`config.mk`:
```
export PLATFORM = sky130hd
export DESIGN_NAME = multicycle_controller
export DESIGN_NICKNAME = d
export VERILOG_FILES = /design/src/rtl/multicycle_controller_pkg.sv /design/src/rtl/multicycle_controller_alu_decoder.sv /design/src/rtl/multicycle_controller.sv
export SDC_FILE = /design/constraint.sdc
export NUM_CORES = 1
export LEC_CHECK = 0
export CAP_MARGIN = 40
export CORE_ASPECT_RATIO = 0.75
export CORE_MARGIN = 2
export CORE_UTILIZATION = 45
export DETAILED_ROUTE_END_ITERATION = 10
export GPL_ROUTABILITY_DRIVEN = 0
export HOLD_SLACK_MARGIN = 0.08
export PLACE_DENSITY = 0.86
export SLEW_MARGIN = 20
export SYNTH_ARGS = -nofsm -noshare
export SYNTH_HDL_FRONTEND = slang
export SYNTH_HIERARCHICAL = 1
export SYNTH_SLANG_ARGS = --single-unit
```
`constraint.sdc`:
```
create_clock -name clk -period 7.25 [get_ports clk]
set_input_delay 1.45 -clock clk [delete_from_list [all_inputs] [get_ports clk]]
set_output_delay 1.45 -clock clk [all_outputs]
set_load 0.02 [all_outputs]
```
`src/rtl/multicycle_controller_pkg.sv`:
```
// Shared opcodes, select codes and state/class encodings for the multi-cycle RV32I controller.
package multicycle_controller_pkg;

  localparam logic [6:0] OP_LOAD   = 7'b0000011;
  localparam logic [6:0] OP_STORE  = 7'b0100011;
  localparam logic [6:0] OP_R      = 7'b0110011;
  localparam logic [6:0] OP_IMM    = 7'b0010011;
  localparam logic [6:0] OP_JAL    = 7'b1101111;
  localparam logic [6:0] OP_JALR   = 7'b1100111;
  localparam logic [6:0] OP_LUI    = 7'b0110111;
  localparam logic [6:0] OP_BRANCH = 7'b1100011;

  localparam logic [2:0] ALU_ADD  = 3'b000;
  localparam logic [2:0] ALU_SUB  = 3'b001;
  localparam logic [2:0] ALU_AND  = 3'b010;
  localparam logic [2:0] ALU_OR   = 3'b011;
  localparam logic [2:0] ALU_XOR  = 3'b100;
  localparam logic [2:0] ALU_SLT  = 3'b101;
  localparam logic [2:0] ALU_SLTU = 3'b110;

  localparam logic [2:0] IMM_I = 3'b000;
  localparam logic [2:0] IMM_S = 3'b001;
  localparam logic [2:0] IMM_B = 3'b010;
  localparam logic [2:0] IMM_J = 3'b011;
  localparam logic [2:0] IMM_U = 3'b100;

  localparam logic [1:0] SRCA_PC    = 2'b00;
  localparam logic [1:0] SRCA_OLDPC = 2'b01;
  localparam logic [1:0] SRCA_A     = 2'b10;

  localparam logic [1:0] SRCB_REG  = 2'b00;
  localparam logic [1:0] SRCB_IMM  = 2'b01;
  localparam logic [1:0] SRCB_FOUR = 2'b10;

  localparam logic [1:0] RES_ALUOUT = 2'b00;
  localparam logic [1:0] RES_MDR    = 2'b01;
  localparam logic [1:0] RES_ALUY   = 2'b10;
  localparam logic [1:0] RES_IMMEXT = 2'b11;

  typedef enum logic [3:0] {
    S_FETCH, S_DECODE, S_MEM_ADR, S_MEM_READ, S_MEM_WB, S_MEM_WRITE,
    S_EXEC_R, S_EXEC_I, S_ALU_WB, S_BRANCH, S_JAL, S_EXEC_JALR, S_JALR,
    S_LUI, S_HALT
  } state_e;

  typedef enum logic [3:0] {
    CLS_LOAD, CLS_STORE, CLS_R, CLS_I, CLS_BRANCH, CLS_JAL, CLS_JALR,
    CLS_LUI, CLS_NONE
  } op_class_e;

  function automatic op_class_e op_class(input logic [6:0] op);
    case (op)
      OP_LOAD:   return CLS_LOAD;
      OP_STORE:  return CLS_STORE;
      OP_R:      return CLS_R;
      OP_IMM:    return CLS_I;
      OP_BRANCH: return CLS_BRANCH;
      OP_JAL:    return CLS_JAL;
      OP_JALR:   return CLS_JALR;
      OP_LUI:    return CLS_LUI;
      default:   return CLS_NONE;
    endcase
  endfunction

  function automatic logic [2:0] imm_sel(input logic [6:0] op);
    case (op)
      OP_STORE:  return IMM_S;
      OP_BRANCH: return IMM_B;
      OP_JAL:    return IMM_J;
      OP_LUI:    return IMM_U;
      default:   return IMM_I;
    endcase
  endfunction

endpackage

```
`src/rtl/multicycle_controller_alu_decoder.sv`:
```
// ALU operation decode from instruction class and funct fields; also flags unsupported funct3 codes.
module alu_decoder
  import multicycle_controller_pkg::*;
(
  input  logic [3:0] op_class_i,
  input  logic [2:0] funct3_i,
  input  logic       funct7b5_i,
  output logic [2:0] alu_control_o,
  output logic       legal_o
);

  op_class_e cls;
  assign cls = op_class_e'(op_class_i);

  always_comb begin
    alu_control_o = ALU_ADD;
    legal_o       = 1'b1;
    case (cls)
      CLS_R, CLS_I: begin
        case (funct3_i)
          3'b000:  alu_control_o = (cls == CLS_R && funct7b5_i) ? ALU_SUB : ALU_ADD;
          3'b111:  alu_control_o = ALU_AND;
          3'b110:  alu_control_o = ALU_OR;
          3'b100:  alu_control_o = ALU_XOR;
          3'b010:  alu_control_o = ALU_SLT;
          3'b011:  alu_control_o = ALU_SLTU;
          default: legal_o = 1'b0;
        endcase
      end
      CLS_BRANCH: begin
        case (funct3_i)
          3'b000, 3'b001: alu_control_o = ALU_SUB;
          3'b100, 3'b101: alu_control_o = ALU_SLT;
          3'b110, 3'b111: alu_control_o = ALU_SLTU;
          default:        legal_o = 1'b0;
        endcase
      end
      CLS_NONE: legal_o = 1'b0;
      default:  ;
    endcase
  end

endmodule

```
`src/rtl/multicycle_controller.sv`:
```
// Multi-cycle RV32I control FSM (Moore outputs, pc_write gated by zero in BRANCH).
// Optional ILLEGAL_TRAP_EN: illegal instructions halt the FSM with a sticky illegal flag.
module multicycle_controller
  import multicycle_controller_pkg::*;
#(
  parameter int unsigned MEM_WAIT = 0
) (
  input  logic       clk,
  input  logic       rst,
  input  logic [6:0] opcode,
  input  logic [2:0] funct3,
  input  logic       funct7b5,
  input  logic       zero,
  output logic       pc_write,
  output logic       adr_src,
  output logic       mem_write,
  output logic       ir_write,
  output logic       reg_write,
  output logic [1:0] result_src,
  output logic [1:0] alu_src_a,
  output logic [1:0] alu_src_b,
  output logic [2:0] alu_control,
  output logic [2:0] imm_slc,
  output logic       illegal
);

  localparam logic [3:0] WAIT_LAST = 4'(MEM_WAIT);

  state_e     state_q, state_d;
  logic [3:0] cnt_q, cnt_d;
  op_class_e  cls;
  logic [2:0] dec_alu;
  logic       dec_legal;
  logic       pc_write_c, mem_write_c, ir_write_c, reg_write_c;

  assign cls     = op_class(opcode);
  assign imm_slc = imm_sel(opcode);

  alu_decoder u_alu_dec (
    .op_class_i    (cls),
    .funct3_i      (funct3),
    .funct7b5_i    (funct7b5),
    .alu_control_o (dec_alu),
    .legal_o       (dec_legal)
  );

`ifdef ILLEGAL_TRAP_EN
  logic illegal_q, illegal_d;
`endif

  always_ff @(posedge clk or posedge rst) begin
    if (rst) begin
      state_q <= S_FETCH;
      cnt_q   <= '0;
    end else begin
      state_q <= state_d;
      cnt_q   <= cnt_d;
    end
  end

`ifdef ILLEGAL_TRAP_EN
  always_ff @(posedge clk or posedge rst) begin
    if (rst) illegal_q <= 1'b0;
    else     illegal_q <= illegal_d;
  end
  assign illegal = illegal_q;
`else
  assign illegal = 1'b0;
`endif

  always_comb begin
    state_d     = state_q;
    cnt_d       = cnt_q;
`ifdef ILLEGAL_TRAP_EN
    illegal_d   = illegal_q;
`endif
    pc_write_c  = 1'b0;
    mem_write_c = 1'b0;
    ir_write_c  = 1'b0;
    reg_write_c = 1'b0;
    adr_src     = 1'b0;
    result_src  = RES_ALUOUT;
    alu_src_a   = SRCA_PC;
    alu_src_b   = SRCB_REG;
    alu_control = ALU_ADD;
    case (state_q)
      S_FETCH: begin
        alu_src_a  = SRCA_PC;
        alu_src_b  = SRCB_FOUR;
        result_src = RES_ALUY;
        if (cnt_q == WAIT_LAST) begin
          ir_write_c = 1'b1;
          pc_write_c = 1'b1;
          cnt_d      = '0;
          state_d    = S_DECODE;
        end else begin
          cnt_d = cnt_q + 4'd1;
        end
      end
      S_DECODE: begin
        alu_src_a = SRCA_OLDPC;
        alu_src_b = SRCB_IMM;
        if (!dec_legal) begin
`ifdef ILLEGAL_TRAP_EN
          state_d   = S_HALT;
          illegal_d = 1'b1;
`else
          state_d   = S_FETCH;
`endif
        end else begin
          case (cls)
            CLS_LOAD, CLS_STORE: state_d = S_MEM_ADR;
            CLS_R:               state_d = S_EXEC_R;
            CLS_I:               state_d = S_EXEC_I;
            CLS_JAL:             state_d = S_JAL;
            CLS_JALR:            state_d = S_EXEC_JALR;
            CLS_LUI:             state_d = S_LUI;
            CLS_BRANCH:          state_d = S_BRANCH;
            default:             state_d = S_FETCH;
          endcase
        end
      end
      S_MEM_ADR: begin
        alu_src_a = SRCA_A;
        alu_src_b = SRCB_IMM;
        state_d   = (cls == CLS_STORE) ? S_MEM_WRITE : S_MEM_READ;
      end
      S_MEM_READ: begin
        adr_src    = 1'b1;
        result_src = RES_ALUOUT;
        if (cnt_q == WAIT_LAST) begin
          cnt_d   = '0;
          state_d = S_MEM_WB;
        end else begin
          cnt_d = cnt_q + 4'd1;
        end
      end
      S_MEM_WB: begin
        result_src  = RES_MDR;
        reg_write_c = 1'b1;
        state_d     = S_FETCH;
      end
      S_MEM_WRITE: begin
        adr_src     = 1'b1;
        mem_write_c = 1'b1;
        state_d     = S_FETCH;
      end
      S_EXEC_R: begin
        alu_src_a   = SRCA_A;
        alu_src_b   = SRCB_REG;
        alu_control = dec_alu;
        state_d     = S_ALU_WB;
      end
      S_EXEC_I: begin
        alu_src_a   = SRCA_A;
        alu_src_b   = SRCB_IMM;
        alu_control = dec_alu;
        state_d     = S_ALU_WB;
      end
      S_ALU_WB: begin
        result_src  = RES_ALUOUT;
        reg_write_c = 1'b1;
        state_d     = S_FETCH;
      end
      S_BRANCH: begin
        alu_src_a   = SRCA_A;
        alu_src_b   = SRCB_REG;
        result_src  = RES_ALUOUT;
        alu_control = dec_alu;
        // bne, blt, bltu take on !zero (funct3[0]^funct3[2] set); beq, bge, bgeu on zero
        pc_write_c  = zero ^ (funct3[0] ^ funct3[2]);
        state_d     = S_FETCH;
      end
      S_JAL, S_JALR: begin
        alu_src_a  = SRCA_OLDPC;
        alu_src_b  = SRCB_FOUR;
        result_src = RES_ALUOUT;
        pc_write_c = 1'b1;
        state_d    = S_ALU_WB;
      end
      S_EXEC_JALR: begin
        alu_src_a = SRCA_A;
        alu_src_b = SRCB_IMM;
        state_d   = S_JALR;
      end
      S_LUI: begin
        result_src  = RES_IMMEXT;
        reg_write_c = 1'b1;
        state_d     = S_FETCH;
      end
      S_HALT:  state_d = S_HALT;
      default: state_d = S_FETCH;
    endcase
  end

  assign pc_write  = pc_write_c  & ~rst;
  assign mem_write = mem_write_c & ~rst;
  assign ir_write  = ir_write_c  & ~rst;
  assign reg_write = reg_write_c & ~rst;

endmodule
```
**Yosys cells after proc, flatten, opt, wreduce, memory -nomap -nowiden**

Memories as Yosys holds them, arrays and structs flattened.
Cells that the tools add are included.

- Add/subtract/negate cells: 1
- Equal/unequal tests: 36
- Multiplexer cells: 26
- Bitwise gates (word level): 7
- Reduce and logical (&&, ||, !) cells: 21

Operators by type and width:

| operator | count |
|---|---|
| 4-bit == test (second input constant) | 8 |
| 4-bit case mux with 8 select lines | 1 |
| 4-bit case mux with 7 select lines | 1 |
| 7-bit by 6-bit == test with 1-bit output (second input constant) | 3 |
| 7-bit == test (second input constant) | 3 |
| 4-bit by 3-bit == test with 1-bit output (second input constant) | 5 |
| 4-bit two-way mux | 5 |
| 3-bit case mux with 6 select lines | 1 |
| 4-bit by 2-bit == test with 1-bit output (second input constant) | 4 |
| 2-bit OR reduction | 7 |
| 3-bit == test (second input constant) | 4 |
| 3-bit case mux with 4 select lines | 1 |
| 3-bit OR reduction | 4 |
| 6-bit OR reduction | 2 |
| 3-bit case mux with 3 select lines | 1 |
| 4-bit by 1-bit == test with 1-bit output (second input constant) | 2 |
| 4-bit zero test | 2 |
| 1-bit two-way mux | 8 |
| 2-bit case mux with 2 select lines | 2 |
| 4-bit OR reduction | 2 |
| 7-bit by 2-bit == test with 1-bit output (second input constant) | 1 |
| 7-bit by 5-bit == test with 1-bit output (second input constant) | 1 |
| 3-bit by 2-bit == test with 1-bit output (second input constant) | 2 |
| 3-bit two-way mux | 2 |
| other kinds (13) | 19 |

- Flip-flop bits (word level): 8
- ROM bits: 32
- Bits of input ports: 14
- Output and inout port bits: 18
- Word-level logic and storage cells: 94
- Memories: 1

Memory list:

| memory | words | bits a word | read ports | clocked after memory_dff | write ports | RTL line | RTL |
|---|---|---|---|---|---|---|---|
| (name not given) | 8 | 4 | 1 | 0 | 0 | multicycle_controller.sv:111 | `case (cls)` |

**Logic depth before layout (Yosys ltp)**

- Word-level depth: 8
- Mapped depth: 11
- Depth with buffers taken out: 10

**Modules after synthesis**

Netlist, hierarchy kept.

Modules (own cells, without submodules):

| module | times used | cells an instance | area each (µm²) | seq. area each (µm²) |
|---|---|---|---|---|
| multicycle_controller | 1 | 159 | 1094.8 | 200.2 |
| alu_decoder | 1 | 18 | 126.4 | 0.0 |

**Worst setup path after synthesis**

OpenSTA, ideal clock, no wires.

- Path type: input to output
- Start: input port opcode[3]
- End: output port alu_control[1]
- Data arrival time: 3.420 ns
- Data required time: 5.800 ns
- Setup slack: 2.380 ns
- Stages on the path: 8
- Buffers on the path: 1
- Path through: clkbuf_1 -> or3_1 -> a211oi_1 -> a311o_1 -> nor4b_2 -> o21ai_0 -> a21boi_1 -> and2_1

- Longest elaborated chain between the ends: 6
- Elaborated cells on any way between the ends: 15
- Classes of those cells: 11 x eq/ne; 3 x mux; 1 x reduce/logical

Ends and longest elaborated chain:

| item | RTL line | RTL |
|---|---|---|
| start, declared | multicycle_controller.sv:10 | `input logic [6:0] opcode,` |
| 7-bit by 6-bit == test with 1-bit output (tied with other cells) | multicycle_controller_pkg.sv:52 | `case (op)` |
| 4-bit case mux with 8 select lines * | multicycle_controller_pkg.sv:52 |  |
| named net cls[0] | multicycle_controller.sv:31 | `op_class_e cls;` |
| 4-bit by 2-bit == test with 1-bit output | multicycle_controller_alu_decoder.sv:18 | `case (cls)` |
| 2-bit OR reduction | multicycle_controller_alu_decoder.sv:18 |  |
| 3-bit case mux with 2 select lines * | multicycle_controller_alu_decoder.sv:18 |  |
| named net dec_alu[1] | multicycle_controller.sv:32 | `logic [2:0] dec_alu;` |
| 3-bit two-way mux * | multicycle_controller.sv:86 | `case (state_q)` |
| end, declared | multicycle_controller.sv:22 | `output logic [2:0] alu_control,` |

The timed path passes the listed nets; every way through them passes the cells marked *.

**Worst setup path after layout**

Ends and elaborated chain as after synthesis.

==> metrics <==
status=finished, final reports clean; antenna violations before repair=0; H-tree levels=1; Overflow after GRT=0; initial core utilization=46.92%; fin crit share=80.70%; detailed placement HPWL=2.142 mm; Highest Clock Rate=170.9 MHz; die height=49.12 µm; Syn Area/Cell=6.899 µm²; Logic pwr share=57.5%; Synth top area share=16.39%; path category of the worst min-delay check=reg2reg; setup bufs post-CTS=0; share of layout cells above drive strength 1=5.128%; CP Launch Type=primary input; Min-Delay Endpoint=cnt_q[3]$_DFFE_PP0P_; first-pass GRT wire length=4.892 mm; dpl ws=1.416 ns; Util after Layout=58.46%; clock network latency to the later pin of the worst-skew pair=0.27 ns; Commonest cells post-synth=nand2_1 (17), nor2_1 (13), a21oi_1 (12), o21ai_0 (12); Placed Cells incl. Taps=228; Seq cells post-synth=8; sequential share of power=26.9%; Max stage delay on crit path=0.65 ns; Post-DRT Antenna Nets=0; Clk network pwr share=15.6%; Leak Pwr=0.0005873 µW; crit-path cells=clkdlybuf4s50_1 -> nand3b_1 -> nor3_1 -> a311o_1 -> nor4b_2 -> o21ai_0 -> a21boi_1 -> and2_1 -> clkdlybuf4s50_1; Global Route Usage Sum=19.04%; P per Cell Area=151.3 nW/µm²; Buf/Inv on CP=2; P_int=129.9 µW; area delta synth->final=24.59%; skew final=0.01353 ns; CTS Sinks=8; I/O pins=32; Core ar.=2603 µm²; die area=3151 µm²; final setup violation count=0; Ys Warns=6; I/O Buffers=30; Remaining DRCs=0; post-synth cell types=48; ranking of synthesized cells by area=dfrtp_1 (16%), nand2_1 (5.2%), a21oi_1 (4.9%); Final Max Tran Viols=0; R2R depth=4; CP delay by family, top=buffers and inverters; largest net degree at the start of global routing=23; max cap viols=0; Critical R2R Capture=state_q[1]$_DFFE_PP0P_; number of global-route vias before repair=1085; Syn Inst Count=177; R2R setup slack=5.39 ns; CTS Root Cell=clkbuf_4; total CTS buffers=3; final net count=215; slew margin rel.=60.01%; stages on the worst setup path=9; Initial DRC Count=108; worst setup margin=1.399 ns; worst slew pin tran=0.5999 ns; TritonCTS clock tree=done; Synth Cell Area=1221 µm²; hold path cells=1; critical path fanouts, max=9; ys flop type=dfrtp_1; Layout Cells excl Fill=231; Final min period=5.851 ns; WP data arrival=4.40 ns; # resized after CTS=0; RSZ-0062 raised after global routing=false; sequential fraction of the synthesis area=16.39%; DR pass1 iterations=4; NetSw=100.4 µW; most used cell, CP=clkdlybuf4s50_1; CP Data Required Time=5.80 ns; maximum vdd drop=0.1221 mV; Cell Rows=16; setup_tns=0 ns; clk slew on worst S/H paths=0.05 ns; Net Sw Frac=43.59%; DR WL/cell=12.59 µm; hold slack=0.4944 ns; Post-Syn Nets=195; Worst Hold Launch=cnt_q[3]$_DFFE_PP0P_; Chip Width=64.15 µm; # diodes=0; FFs w/ async S/R, synth=100.0%; Synth area leader=dfrtp_1; cell with the most instances after synthesis=nand2_1; Setup CP Type=in2out; CTS Hold Buffers Added=0; Routed WL=2.908 mm; Via density=5.485; Final Hold Fails=0; vias post-DR=1267; Clock Path Buffers=2; Post-synth EDFFs=0; CP endpoint kind=primary output; Worst R2R Start=state_q[0]$_DFFE_PP0P_; CP max-delay cell=clkdlybuf4s50_1
[logic make-up (layout without fill, tap and decap cells)]
logic type / Yosys count / after routing / synth area share, %
fa+ha+maj: 4 / 4 / 4.099
simple gates: 83 / 83 / 38.32
other cells: 1 / 1 / 0.3071
flops: 8 / 8 / 16.39
mux: 2 / 2 / 1.639
buf+inv: 24 / 42 / 8.298
compound gates: 47 / 47 / 25.21
xor+xnor: 8 / 8 / 5.737
[cells in the final DEF, fill, tap and decap left out, types with 3 or more instances in the layout]
master / instances
clkdlybuf4s50_1: 30
nand2_1: 17
nor2_1: 13
o21ai_0: 12
a21oi_1: 12
inv_1: 9
nand2b_1: 9
nor2b_1: 8
dfrtp_1: 8
nor3_1: 7
nand3_1: 5
xor2_1: 4
xnor2_1: 4
or3_1: 4
nor3b_1: 4
ha_1: 4
nand3b_1: 3
o22ai_1: 3
and2_1: 3
clkbuf_4: 3
[state kept, by name, indices dropped and copies added (netlist names)]
name	cells
state_q	4
cnt_q	4
[per-stage QoR]
| stage | instance area [µm²] | total power, µW |
|---|---|---|
| 3_5_place_dp | 1499 | 193.6 |
| 6_report | 1521 | 230.3 |
| 5_1_grt | 1521 | 246.9 |
| 3_3_place_gp | 1499 | 190.5 |
| 4_1_cts | 1521 | 230.6 |
| 2_1_floorplan | 1221 | 147.8 |
[worst max path at each step]
| stage | from | to | slack [ns] |
|---|---|---|---|
| floorplan | opcode[3] | alu_control[1] | 2.38 |
| finish | opcode[3] | alu_control[1] | 1.40 |
| CTS | opcode[3] | alu_control[1] | 1.41 |
| global placement | opcode[3] | alu_control[1] | 1.42 |
| global route | opcode[3] | alu_control[1] | 1.20 |
| detailed placement | opcode[3] | alu_control[1] | 1.42 |
[power by group through the flow]
stage               combinational [µW]  clock, µW  sequential (µW)
global route                       145       38.3             63.5
CTS                                133       35.7             61.7
finish                             132       36.0             61.9
floorplan                         98.6          0             49.2
detailed placement                 131          0             62.6
global placement                   129          0             61.9
[layer usage]
metal | track usage [%] | wire [µm] | vias to the layer above
met3 | 3.233 | 197 | 4
met5 | 0 | 0 | -
met2 | 29.86 | 1251 | 52
met1 | 27.67 | 1424 | 548
li1 | - | - | 663
met4 | 3.546 | 34 | 0
[area by class of cell]
class	instances	area, µm²
fill	242	1081
timing repair buffer	30	300.3
tap	36	45.04
sequential	8	200.2
clock buffer	3	22.52
multi-input combinational	145	919.6
inverter	9	33.78
No activity file was read; power rests on OpenSTA's default activity.
==> patch, RTL diff (same flow settings) <==
Add an input register stage for `opcode`, `funct3`, `funct7b5` and `zero`, with the module's reset; this delays them by one clock. Comments in the files are not updated.
--- a/src/rtl/multicycle_controller.sv
+++ b/src/rtl/multicycle_controller.sv
@@ -28,2 +28,21 @@
 
+  logic [6:0] opcode_q;
+  logic [2:0] funct3_q;
+  logic funct7b5_q;
+  logic zero_q;
+
+  always_ff @(posedge clk or posedge rst) begin
+    if (rst) begin
+      opcode_q   <= '0;
+      funct3_q   <= '0;
+      funct7b5_q <= '0;
+      zero_q     <= '0;
+    end else begin
+      opcode_q   <= opcode;
+      funct3_q   <= funct3;
+      funct7b5_q <= funct7b5;
+      zero_q     <= zero;
+    end
+  end
+
   state_e     state_q, state_d;
@@ -35,4 +54,4 @@
 
-  assign cls     = op_class(opcode);
-  assign imm_slc = imm_sel(opcode);
+  assign cls     = op_class(opcode_q);
+  assign imm_slc = imm_sel(opcode_q);
 
@@ -40,4 +59,4 @@
     .op_class_i    (cls),
-    .funct3_i      (funct3),
-    .funct7b5_i    (funct7b5),
+    .funct3_i      (funct3_q),
+    .funct7b5_i    (funct7b5_q),
     .alu_control_o (dec_alu),
@@ -170,3 +189,3 @@
         // bne, blt, bltu take on !zero (funct3[0]^funct3[2] set); beq, bge, bgeu on zero
-        pc_write_c  = zero ^ (funct3[0] ^ funct3[2]);
+        pc_write_c  = zero_q ^ (funct3_q[0] ^ funct3_q[2]);
         state_d     = S_FETCH;
Behaviour: not the same (a bounded check fails within 4 cycles, from zero or initial values and one cycle with rst high).
==> patch against the original RTL <==
- critical path depth fell by 4
- power rose by 54%
- area after synthesis rose by 17%
- wire length fell by 3.5%
- count of clock-buffer cells in the layout did not move
- register-to-register slack got worse by 0.94 ns
- final area rose by 18%
- sequential cell count rose by 12
- worst setup slack improved by 1.4 ns
- cell count did not move
==> patch: results (changes against the original RTL) <==
[clock_tree]
clk_latency_ns=0.25  ; was 0.27 ns
root_buffer=clkbuf_8  ; was clkbuf_4

[yosys]
syn_nets=187  ; was 195
synth_common_cells=dfrtp_1, nor2_1, nand2_1  ; was nand2_1, nor2_1, a21oi_1, o21ai_0
synth.area.top_cells=dfrtp_1, nor2_1, nand2_1  ; was dfrtp_1, nand2_1, a21oi_1
synth_cell_types=53  ; was 48
yosysSeqAreaShare_pct=35.15  ; was 16.39%

[cells_and_area]
fin_nets=210  ; was 215
seqCellArea_um2=500.5  ; was 200.2 µm²
drive_gt1_share_pct=6.736  ; was 5.128%
top_regs=opcode_q: 7 flops, cnt_q: 4 flops, state_q: 4 flops  ; was cnt_q: 4 flops, state_q: 4 flops

[placement]
placed_area_um2=1703  ; was 1499 µm²

[setup_path]
r2r-end=state_q[2]  ; was state_q[1]
crit_arrival_ns=3.03  ; was 4.40 ns
setup.worst_path.end=ir_write  ; was alu_control[1]
rr_startpoint=opcode_q[2]  ; was state_q[0]
cp_max_fo=20  ; was 9
reg2reg_slack_ns=4.45  ; was 5.39 ns
r2r_cells=10  ; was 4

[routing]
routed.top_layer=met3  ; was met4
wl_met3_um=125  ; was 197 µm
vias_per_cell=5.567  ; was 5.485
wl_met2_um=1253  ; was 1251 µm
post_drt_wl_per_cell_um=12.14  ; was 12.59 µm
vias=1286  ; was 1267

[sta]
fin_skew_ns=0.002148  ; was 0.01353 ns
final.min_clock_period_ns=4.476  ; was 5.851 ns
tightest_slew_ns=0.6294  ; was 0.5999 ns
timing.hold.ws_ns=0.5002  ; was 0.4944 ns

[global_route]
grtUsageMet1_pct=25.54  ; was 27.67%
grtUsageMet2_pct=26.76  ; was 29.86%
track_usage_pct=17.30  ; was 19.04%
grt_pass1_vias=1052  ; was 1085

[pwr]
ir_drop_mv=0.1801  ; was 0.1221 mV
p_leak_nw=0.7012  ; was 0.5873 nW
intPower_uw=246.9  ; was 129.9 µW

[status]
status=finished clean  ; unchanged

## patch: cell count changes after synthesis, moves of 3 or more
cell | unedited run | this run
nor2b_1 | 8 | 4
nand2_1 | 17 | 13
a21oi_1 | 12 | 9
o21ai_0 | 12 | 8
dfrtp_1 | 8 | 20
nand2b_1 | 9 | 3
clkbuf_1 | 9 | 5
## patch: final cells by class
class | instances | share of cell area, %
Clock buffer | 3 | 2.308
Clock inverter | 1 | 1.678
Inverter | 7 | 1.469
Multi-Input combinational cell | 131 | 46.29
Sequential cell | 20 | 27.97
Tap cell | 38 | 2.657
Timing Repair Buffer | 31 | 17.62
## patch: logic make-up (layout without fill, tap and decap cells)
group / Yosys count / in the layout / share of synthesized area [%]
and+or+nand+nor: 78 / 78 / 31.11
AOI/OAI and AO/OA: 39 / 39 / 17.93
DFF: 20 / 20 / 35.15
buffers and inverters: 20 / 42 / 6.678
xor gates and xnor gates: 8 / 8 / 4.920
muxes: 3 / 3 / 2.197
adders and majority gates: 2 / 2 / 1.757
other: 1 / 1 / 0.2634
